<file path="src/rtl/wb_arbiter.sv">
// Register-file writeback arbiter: EX and LD requesters, each with a one-entry buffer,
// sharing a single byte-enabled gprc write port through a registered issue stage.
module wb_arbiter #(
  parameter int DATA_W  = 16,
  parameter int REG_CNT = 8,
  parameter int AW      = 3
) (
  input  logic              clk,
  input  logic              rst,
  input  logic              ex_valid,
  output logic              ex_ready,
  input  logic [AW-1:0]     ex_dst,
  input  logic [DATA_W-1:0] ex_data,
  input  logic [1:0]        ex_be,
  input  logic              ld_valid,
  output logic              ld_ready,
  input  logic [AW-1:0]     ld_dst,
  input  logic [DATA_W-1:0] ld_data,
  input  logic [1:0]        ld_be,
  output logic              rf_we,
  output logic [AW-1:0]     rf_addr,
  output logic [DATA_W-1:0] rf_data,
  output logic [1:0]        rf_be,
  output logic [REG_CNT-1:0] busy_mask
);

  typedef struct packed {
    logic              v;
    logic [AW-1:0]     dst;
    logic [DATA_W-1:0] data;
    logic [1:0]        be;
    logic              age;
  } buf_t;

  buf_t ex_b, ld_b;
  logic rr;  // 0: EX wins the next same-age contest, 1: LD
  logic ex_grant, ld_grant, ex_load, ld_load;

  always_comb begin
    ex_grant = 1'b0;
    ld_grant = 1'b0;
    if (ex_b.v && ld_b.v) begin
      if (ex_b.age != ld_b.age)       ld_grant = ex_b.age;
      else if (ex_b.dst == ld_b.dst)  ld_grant = 1'b1;  // EX is the younger instruction
      else                            ld_grant = rr;
      ex_grant = !ld_grant;
    end else begin
      ex_grant = ex_b.v;
      ld_grant = ld_b.v;
    end
  end

  assign ex_ready = !rst && (!ex_b.v || ex_grant);
  assign ld_ready = !rst && (!ld_b.v || ld_grant);
  assign ex_load  = ex_valid && ex_ready && (ex_be != 2'b00);
  assign ld_load  = ld_valid && ld_ready && (ld_be != 2'b00);

  always_ff @(posedge clk or posedge rst) begin
    if (rst) begin
      ex_b    <= '0;
      ld_b    <= '0;
      rr      <= 1'b0;
      rf_we   <= 1'b0;
      rf_addr <= '0;
      rf_data <= '0;
      rf_be   <= '0;
    end else begin
      rf_we <= ex_grant || ld_grant;
      if (ex_grant) begin
        rf_addr <= ex_b.dst;
        rf_data <= ex_b.data;
        rf_be   <= ex_b.be;
      end else if (ld_grant) begin
        rf_addr <= ld_b.dst;
        rf_data <= ld_b.data;
        rf_be   <= ld_b.be;
      end
      if (ex_b.v && ld_b.v) rr <= ex_grant;

      // A new entry is younger only if the other buffer keeps its entry past this edge.
      if (ex_load) begin
        ex_b <= '{v: 1'b1, dst: ex_dst, data: ex_data, be: ex_be,
                  age: ld_b.v && !ld_grant};
      end else begin
        if (ex_grant) ex_b.v   <= 1'b0;
        if (ld_load)  ex_b.age <= 1'b0;
      end
      if (ld_load) begin
        ld_b <= '{v: 1'b1, dst: ld_dst, data: ld_data, be: ld_be,
                  age: ex_b.v && !ex_grant};
      end else begin
        if (ld_grant) ld_b.v   <= 1'b0;
        if (ex_load)  ld_b.age <= 1'b0;
      end
    end
  end

  always_comb begin
    busy_mask = '0;
    for (int r = 0; r < REG_CNT; r++) begin
      busy_mask[r] = (ex_b.v && ex_b.dst == AW'(r)) || (ld_b.v && ld_b.dst == AW'(r)) ||
                     (rf_we && rf_addr == AW'(r));
    end
  end

endmodule
</file>
<file path="config.mk">
export PLATFORM = sky130hd
export DESIGN_NAME = wb_arbiter
export DESIGN_NICKNAME = d
export VERILOG_FILES = /design/src/rtl/wb_arbiter.sv
export SDC_FILE = /design/constraint.sdc
export NUM_CORES = 1
export LEC_CHECK = 0
export ABC_AREA = 1
export BUFFER_PORTS_ARGS = -buffer_cell sky130_fd_sc_hd__buf_2
export CAP_MARGIN = 20
export CELL_PAD_IN_SITES_DETAIL_PLACEMENT = 2
export CELL_PAD_IN_SITES_GLOBAL_PLACEMENT = 2
export CORE_MARGIN = 2
export CORE_UTILIZATION = 30
export CTS_CLUSTER_SIZE = 30
export DETAILED_ROUTE_END_ITERATION = 10
export PLACE_DENSITY = 0.87
export SYNTH_ARGS = -nofsm -noshare
export SYNTH_HDL_FRONTEND = slang
export SYNTH_SLANG_ARGS = --single-unit
export TNS_END_PERCENT = 1
</file>
<file path="constraint.sdc">
create_clock -name clk -period 2.9 [get_ports clk]
set_clock_uncertainty 0.05 [all_clocks]
set_input_delay 0.29 -clock clk [delete_from_list [all_inputs] [get_ports clk]]
set_output_delay 0.29 -clock clk [all_outputs]
set_load 0.01 [all_outputs]
</file>
Word-level counts from Yosys, hierarchy flattened
Index checks and enable logic that the tools add are counted.

word-level totals
  bits in registers = 69
  bits of input ports = 46
  output and inout port bits = 32
  word-level logic and storage cells = 124

operators by class
  equal/unequal tests = 23
  multiplexer cells = 19
  reduce and logical (&&, ||, !) cells = 67

operator list
  cell                  count
  $eq A3 B3 Y1 const B  12
  $logic_and A1 B1 Y1   33
  $mux W16              2
  $logic_or A1 B1 Y1    19
  $eq A3 B2 Y1 const B  6
  $mux W1               13
  $reduce_bool A2 Y1    6
  $eq A3 B1 Y1 const B  3
  $logic_not A3 Y1      3
  $logic_not A1 Y1      6
  $mux W3               2
  $mux W2               2
  $eq A3 B3 Y1          1
  $ne A1 B1 Y1          1

Logic depth before layout (Yosys ltp)
Gate-level depths: netlist of run 1.

  word-level depth = 12
  depth in mapped cells = 13

Least setup slack after synthesis of run 1
OpenSTA, ideal clock, no wires.

  kind = input -> register
  start = input port rst
  end = register ld_b[3] (netlist name)
  setup time = 0.126 ns
  arrival time = 2.556 ns
  data required time = 2.724 ns
  setup slack = 0.168 ns
  stages on the path = 5
  path buffers = 1
  cell sequence = inv_1 nand4_4 buf_2 nand2_1 o21ai_0

between the ends
  longest elaborated chain between the ends = 4

RTL lines
  what                              RTL line  text
  from (decl)                       9         input logic rst,
  $logic_not A1 Y1 (no line)        --
  $logic_and A1 B1 Y1               54        assign ld_ready = !rst && (!ld_b.v || ld_grant);
  $logic_and A1 B1 Y1 (2 in a row)  56        assign ld_load = ld_valid && ld_ready && (ld_be != 2'b00);
  to (signal assigned)              89        ld_b <= '{v: 1'b1, dst: ld_dst, data: ld_data, be: ld_be,
  to (decl)                         35        buf_t ex_b, ld_b;

No other way between the ends.
A chain may end at the register's enable or synchronous reset.

Worst setup path after layout of run 1
  start = register ex_b[20] (netlist name)
  end = register rf_data[8]

between the ends
  longest elaborated chain between the ends = 7
  elaborated cells on any way between the ends = 9

RTL lines
  what                                                   RTL line  text
  from (decl)                                            35
  from (signal assigned)                                 82        ex_b <= '{v: 1'b1, dst: ex_dst, data: ex_data, be: ex_be,
  $eq A3 B3 Y1 *                                         44        else if (ex_b.dst == ld_b.dst) ld_grant = 1'b1;
  $mux W1 *                                              44
  $mux W1 *                                              43        if (ex_b.age != ld_b.age) ld_grant = ex_b.age;
  $mux W1 *                                              42        if (ex_b.v && ld_b.v) begin
  $logic_not A1 Y1                                       46        ex_grant = !ld_grant;
  $mux W1                                                42
  $mux W16 / $reduce_bool A2 Y1 (equally long branches)  --
  to (signal assigned)                                   71        rf_data <= ex_b.data;
  to (signal assigned)                                   75        rf_data <= ld_b.data;
  to (decl)                                              22        output logic [DATA_W-1:0] rf_data,

Every way passes the cells marked *; elsewhere a longest branch is shown, timed or not. The select of a mux whose other input is x is not followed.

==> results of run 1 <==
-- tightest hold or removal path: cells and delay by family --
kind | cells | cell delay [ns]
AND/OR/NAND/NOR | 2 | 0.08
buffers and inverters | 1 | 0.07
-- through the flow --
step | area, sq um | utilization (%)
finish | 4203 | 38.43
global route | 4203 | 38.43
CTS | 4203 | 38.43
detailed placement | 3866 | 35.35
global placement | 3866 | 35.35
floorplan | 3386 | -
-- sequential cells by signal (all words and copies together), names as in the netlist --
name,cells
ex_b,23
ld_b,23
rf_data,16
rf_addr,3
rf_be,2
rf_we,1
rr,1
-- area by class of cell --
class / count / area, sq um / area share (%)
clock inverters: 4 / 70.07 / 1.667
multi-input cells: 287 / 1234 / 29.35
flip-flops and latches: 69 / 1727 / 41.08
inverters: 84 / 315.3 / 7.502
repair buffers: 82 / 425.4 / 10.12
clock buffers: 12 / 256.5 / 6.103
well taps: 140 / 175.2 / 4.168
-- metal layers --
layer / part of all wire, % / global-route usage, % / vias to the layer above / wire, um
li1: - / - / 1502 / -
met4: 2.3 / 7.679 / 0 / 258
met3: 3.4 / 3.821 / 21 / 384
met5: 0 / 0 / - / 0
met2: 52 / 35.41 / 60 / 5835
met1: 42 / 23.97 / 1555 / 4654
-- synth_stat cells --
cell type,n,share of area [%]
nand2_1,169,19
inv_1,80,8.9
dfrtp_1,69,51
nor2_1,51,5.7
o21ai_0,29,4.3
o21ai_1,14,2.1
nand3_1,13,1.9
buf_2,9,1.3
buf_6,4,1.3
inv_2,3,0.33
clkbuf_1,2,0.22
nand4_4,2,1.3
a21oi_1,1,0.15
buf_4,1,0.22
clkbuf_2,1,0.15
clkinv_1,1,0.11
nand2_2,1,0.18
nand2_4,1,0.33
nand4_1,1,0.18
nor2_2,1,0.18
o21ai_4,1,0.48
o221ai_1,1,0.26
o311ai_0,1,0.26
xnor2_2,1,0.48
-- worst max path at each step --
stage | slack (ns) | endpoint
after floorplan | 0.17 | ld_b[3]
after global placement | 0.81 | rf_addr[2]
after detailed placement | 0.69 | rf_data[4]
after CTS | 0.64 | rf_data[8]
after global routing | 0.44 | ld_b[7]
final | 0.65 | rf_data[8]
-- cell families (layout without fill, tap and decap cells) --
| group | Yosys count | count (layout) | share of synthesized area, % |
|---|---|---|---|
| simple gates | 239 | 239 | 28.46 |
| flops | 69 | 69 | 51.00 |
| buf+inv | 101 | 182 | 12.56 |
| compound gates | 47 | 47 | 7.502 |
| xor+xnor | 1 | 1 | 0.4805 |
-- timing repair --
item,4_1_cts,5_1_grt
setup buffers,0,0
gates resized for setup,0,0
hold buffers,1,0
hold endpoints to repair,4,0
-- where the power goes --
part           total [mW]  switching (mW)  internal (mW)
Combinational       0.737           0.471          0.267
Clock                1.21           0.416          0.797
Sequential           1.32           0.163           1.16
==> qor.csv, run 1 <==
stage;metric;value;unit
outcome;status;finished, final reports clean;
hold_path;Hold Path Depth;3;
floorplanning;Initial Util;30.96;%
drt;initial DRC count;73;
timing;sum of negative setup slack;0;ns
worst_setup_path;Crit. End Element;flip-flop;
global_routing;GRT Total Usage;20.00;%
placed_design;Port Buffers;77;
hold_path;Hold EP;ex_b[18];
floorplanning;core area;0.01094;sq mm
clocking;CTS buffer count;9;
yosys;Yosys Warn Count;0;
placed_design;Setup WS pre-CTS;0.6925;ns
yosys;Synth Register Bits;69;
timing;Final Slew Violations;0;
drt;DRT antenna net count;0;
hold_path;Hold Startpoint;ex_data[15];
global_routing;vias in the first global route;3460;
clocking;H-tree levels;3;
worst_setup_path;most frequent CP cell;nand2_1;
final_layout;Fillers;1308;
worst_setup_path;critical path class;reg -> reg;
hold_path;Worst Hold Class;in -> reg;
timing;Rel. slew slack;55.79;%
final_layout;fin nets;579;
timing;final hold violation count;0;
clocking;TritonCTS clock tree;built;
global_routing;antenna violations before repair;0;
yosys;Mapped Area;0.003386;sq mm
power;total design power;3.270;mW
global_routing;global-route wire length before repair;17970;um
power;Leak;2.422;nW
worst_setup_path;WP data arrival;2.47;ns
clocking;Clock Sinks;69;
timing;Tcrit/Tclk final;77.56;%
yosys;Synth cell types;24;
timing;min Tclk post-route;2.249;ns
final_layout;Antenna Diode Count;0;
yosys;synthesized instance count;457;
clocking;insertion delay to the later sink of the worst-skew pair;0.34;ns
floorplanning;Die H;110.2;um
drt;via count;3138;
floorplanning;Die X;110.2;um
clocking;clk slew on worst S/H paths;0.06;ns
worst_setup_path;Max FO, Critical Path;24;
timing;hold_ws;0.09810;ns
final_layout;commonest non-fill, non-tap cell in the layout;nand2_1;
worst_setup_path;cells on worst reg2reg path;9;
placed_design;placed wire-length estimate;7558;um
drt;post-DR wirelength/cell;16.42;um
power;peak supply drop;353.1;uV
timing;Worst-Margin Slew;0.6618;ns
global_routing;largest net degree at the start of global routing;46;
worst_setup_path;Worst Setup SP;ex_b[20];
floorplanning;Core Rows;38;
final_layout;share of cells above drive strength 1;19.89;%
worst_setup_path;Crit. path cell count;9;
yosys;syn nets;503;
timing;RSZ-0062 raised after global routing;false;
drt;first drt pass iteration count;6;
final_layout;fin cells;678;
global_routing;gr ovfl total;0;
power;Pwr per Cell Area;778.1;mW/mm^2
placed_design;Placed Instances;661;
clocking;root buffer cell;clkbuf_16;
floorplanning;io pins;78;
final_layout;commonest cells after routing, fill and taps aside;nand2_1 (169), inv_1 (79), buf_2 (77);
timing;Fmax achieved;444.6;MHz
job;Max-Cap Viols;0;
worst_setup_path;Register-to-Register Setup Slack;0.65;ns
drt;DR DRC count;0;
final_layout;area grow syn2layout;24.13;%
worst_setup_path;critical path's top delay family;simple AND/OR/NAND/NOR gates;
worst_setup_path;FF-to-FF End;rf_data[8];
yosys;sequential share of the synthesized area;51.00;%
yosys;syn avg cell area;7.409;sq um
drt;via density per instance;4.628;
worst_setup_path;CP max-delay cell;o21ai_4;
timing;final setup margin;0.6509;ns
worst_setup_path;crit path buf inv count;2;
worst_setup_path;FF-to-FF Start;ex_b[20];
worst_setup_path;Worst setup SP type;flip-flop;
drt;drt total wl;11130;um
worst_setup_path;CP peak stage delay;0.51;ns
timing;Final setup viols;0;
floorplanning;die area;0.01215;sq mm
worst_setup_path;Required @ worst endpoint;3.12;ns
clocking;CTS Buffer Depth;2;
worst_setup_path;Cell Chain, Critical Path;xnor2_2, nand3_1, nand2_1, nand2_2, o21ai_4, inv_2, nand2_1, nand2_1, inv_1;
placed_design;routability cong.;0.7929;
No activity file was read; power rests on OpenSTA's default activity.
==> run 2, diff against run 1 <==
--- a/config.mk
+++ b/config.mk
@@ -5,16 +5,16 @@
 export SDC_FILE = /design/constraint.sdc
 export NUM_CORES = 1
 export LEC_CHECK = 0
-export ABC_AREA = 1
+export ABC_AREA = 0
 export BUFFER_PORTS_ARGS = -buffer_cell sky130_fd_sc_hd__buf_2
 export CAP_MARGIN = 20
 export CELL_PAD_IN_SITES_DETAIL_PLACEMENT = 2
 export CELL_PAD_IN_SITES_GLOBAL_PLACEMENT = 2
 export CORE_MARGIN = 2
-export CORE_UTILIZATION = 30
+export CORE_UTILIZATION = 33
 export CTS_CLUSTER_SIZE = 30
 export DETAILED_ROUTE_END_ITERATION = 10
-export PLACE_DENSITY = 0.87
+export PLACE_DENSITY = 0.83
 export SYNTH_ARGS = -nofsm -noshare
 export SYNTH_HDL_FRONTEND = slang
 export SYNTH_SLANG_ARGS = --single-unit
==> constraint.sdc (replaced) <==
create_clock -name clk -period 2 [get_ports clk]
set_clock_uncertainty 0.05 [all_clocks]
set_input_delay 0.2 -clock clk [delete_from_list [all_inputs] [get_ports clk]]
set_output_delay 0.2 -clock clk [all_outputs]
set_load 0.01 [all_outputs]
==> run 2 against run 1 <==
  * Sequential cell count stayed put
  * Worst hold slack lost 0.081 ns
  * Routed wire length shrank 9.3%
  * Non-clock buffer count increased by 13
  * Fmax is 16% higher
  * Clock power grew 9%
  * Via count decreased by 25%
  * Die area decreased by 10%
  * Core utilization rose by 4.8 points
  * Register-to-register slack lost 0.59 ns
  * Cell count is 31% lower
  * Clock-buffer cell count is 2 lower
  * Highest routed layer unchanged
==> qor.csv, run 2 <==
stage;metric;value;unit
timing;Rel. slew slack;60.50;%
yosys;synthesized instance count;240;
final_layout;Util after Layout;43.20;%
placed_design;Setup WS pre-CTS;0.03785;ns
global_routing;GRT Total Usage;19.75;%
floorplanning;Die H;104.4;um
power;Pwr per Cell Area;1164;mW/mm^2
clocking;CTS Buffer Depth;2;
global_routing;antenna violations before repair;0;
worst_setup_path;WP data arrival;2.13;ns
drt;DRT antenna net count;0;
placed_design;Port Buffers;77;
worst_setup_path;Required @ worst endpoint;2.19;ns
timing;RSZ-0062 raised after global routing;true;
floorplanning;Die X;104.4;um
timing;sum of negative setup slack;0;ns
job;Max-Cap Viols;0;
floorplanning;Initial Util;34.02;%
yosys;sequential share of the synthesized area;51.92;%
final_layout;share of cells above drive strength 1;60.95;%
final_layout;fin cells;471;
placed_design;Post-DP Area;0.003950;sq mm
final_layout;commonest non-fill, non-tap cell in the layout;buf_2;
yosys;Yosys Warn Count;0;
yosys;Synth Register Bits;69;
timing;Final setup viols;0;
drt;DR DRC count;0;
yosys;top-count cell post-synth;dfrtp_1;
clocking;CTS buffer count;9;
clocking;H-tree levels;3;
drt;via density per instance;5.030;
final_layout;fin nets;379;
clocking;root buffer cell;clkbuf_8;
timing;Final Slew Violations;0;
worst_setup_path;Crit. End Element;flip-flop;
floorplanning;core area;0.009774;sq mm
final_layout;Fillers;1010;
clocking;Clock Sinks;69;
global_routing;gr ovfl total;0;
global_routing;largest net degree at the start of global routing;45;
worst_setup_path;cells on worst reg2reg path;6;
drt;via count;2369;
timing;final hold violation count;0;
yosys;Post-synth EDFFs;0;
yosys;Post-synth top cells;dfrtp_1 (69), mux2_2 (57), mux2_4 (17);
timing;final setup margin;0.05749;ns
yosys;async set or reset register ratio after synthesis;100.0;%
hold_path;Worst Hold Class;in -> reg;
worst_setup_path;critical path class;reg -> reg;
clocking;Post-CTS Setup Bufs;0;
drt;post-DR wirelength/cell;21.43;um
worst_setup_path;crit path to;ld_b[12];
timing;hold_ws;0.01746;ns
yosys;area leader, netlist;dfrtp_1;
final_layout;Final Cell Area;0.004223;sq mm
drt;first drt pass iteration count;4;
timing;Worst-Margin Slew;0.5926;ns
floorplanning;die area;0.01090;sq mm
yosys;Synth cell types;36;
worst_setup_path;Worst setup SP type;flip-flop;
yosys;post-synth top area share;51.92;%
yosys;synth top area cells;dfrtp_1 (52%), mux2_2 (19%), mux2_4 (7.7%);
final_layout;Antenna Diode Count;0;
yosys;Mapped Area;0.003326;sq mm
worst_setup_path;Max FO, Critical Path;19;
global_routing;global-route wire length before repair;16150;um
final_layout;largest registers;ex_b x23, ld_b x23, rf_data x16;
floorplanning;io pins;78;
yosys;Main synth FF type;dfrtp_1;
final_layout;area grow syn2layout;26.98;%
placed_design;placed wire-length estimate;6955;um
placed_design;Placed Instances;453;
placed_design;routability cong.;0.8021;
clocking;insertion delay to the later sink of the worst-skew pair;0.36;ns
timing;Tcrit/Tclk final;97.13;%
yosys;syn avg cell area;13.86;sq um
outcome;status;finished, final reports clean;
worst_setup_path;FF-to-FF End;ld_b[12];
worst_setup_path;FF-to-FF Start;ex_b[19];
drt;initial DRC count;79;
drt;drt total wl;10090;um
worst_setup_path;Worst Setup SP;ex_b[19];
final_layout;commonest cells after routing, fill and taps aside;buf_2 (77), dfrtp_1 (67), mux2_2 (57);
clocking;clk slew on worst S/H paths;0.09;ns
clocking;TritonCTS clock tree;built;
floorplanning;Core Rows;36;
power;peak supply drop;494.4;uV
timing;Fmax achieved;514.8;MHz
timing;min Tclk post-route;1.943;ns
yosys;syn nets;286;
worst_setup_path;Register-to-Register Setup Slack;0.06;ns
global_routing;vias in the first global route;2768;
power;Leak;1.955;nW
power;total design power;4.915;mW
run 2: changes by cell type in the layout (fill, tap and decap cells not counted), sizes merged, moves of 5 or more:
cell	delta
o311ai	+5
o21ai	-39
inv	-75
mux2	+77
nor2	-48
nand2	-160
a21bo	+5
buf	+12
run 2: how the worst min path moves through the flow:
stage / cells after the start / start / slack, ns / to
floorplan: 1 / ex_dst[0] / 0.28 / ex_b[19]
global placement: 3 / rst / 0.36 / ex_b[0]
detailed placement: 3 / rst / 0.37 / ld_b[2]
CTS: 2 / ld_data[1] / 0.005 / ld_b[4]
global route: 2 / ld_data[1] / 0.003 / ld_b[4]
finish: 2 / ld_data[1] / 0.02 / ld_b[4]
run 2: timing repair:
item,in CTS,in global routing
resized for setup,2,6
hold buffers,2,0
pin swaps,1,2
endpoints found under the setup margin,11,31
endpoints found under the hold margin,26,0
run 2: kinds of logic (layout without fill, tap and decap cells):
logic type	after synthesis	in the layout	share of synthesized area [%]
adder cells (fa/ha/maj)	1	1	0.3386
AO/OA/AOI/OAI	25	25	6.922
buffers and inverters	20	118	3.762
AND/OR/NAND/NOR	44	44	7.298
flip-flops	69	69	51.92
XOR/XNOR	3	3	1.467
multiplexers	78	78	28.29
run 2: worst max-delay path, stage by stage, from the launching register on:
cell      delay (ns)
dfrtp_1         0.43
xnor2_2         0.26
nand4_4         0.17
a31oi_4         0.24
o211ai_4        0.15
buf_12          0.20
mux2_4          0.31
run 2: cell type report:
| class | instances | area [sq um] | share of cell area (%) |
|---|---|---|---|
| sequential | 69 | 1729 | 40.95 |
| clock buffer | 10 | 127.6 | 3.022 |
| inverter | 7 | 30.03 | 0.7111 |
| timing repair buffer | 95 | 563.0 | 13.33 |
| tap | 133 | 166.4 | 3.941 |
| clock inverter | 6 | 95.09 | 2.252 |
| multi-input combinational | 151 | 1511 | 35.79 |
run 2: power breakdown:
part | switching (mW) | total [mW] | internal, mW
logic | 0.724 | 1.54 | 0.817
clock network | 0.601 | 1.32 | 0.716
registers | 0.293 | 2.06 | 1.76
run 2: metal layers:
metal	track usage (%)	up-vias	wire length, um
li1	-	1055	-
met1	22.50	1243	4015
met2	36.09	55	5569
met3	3.446	16	294
met4	8.398	0	213
met5	0	-	0
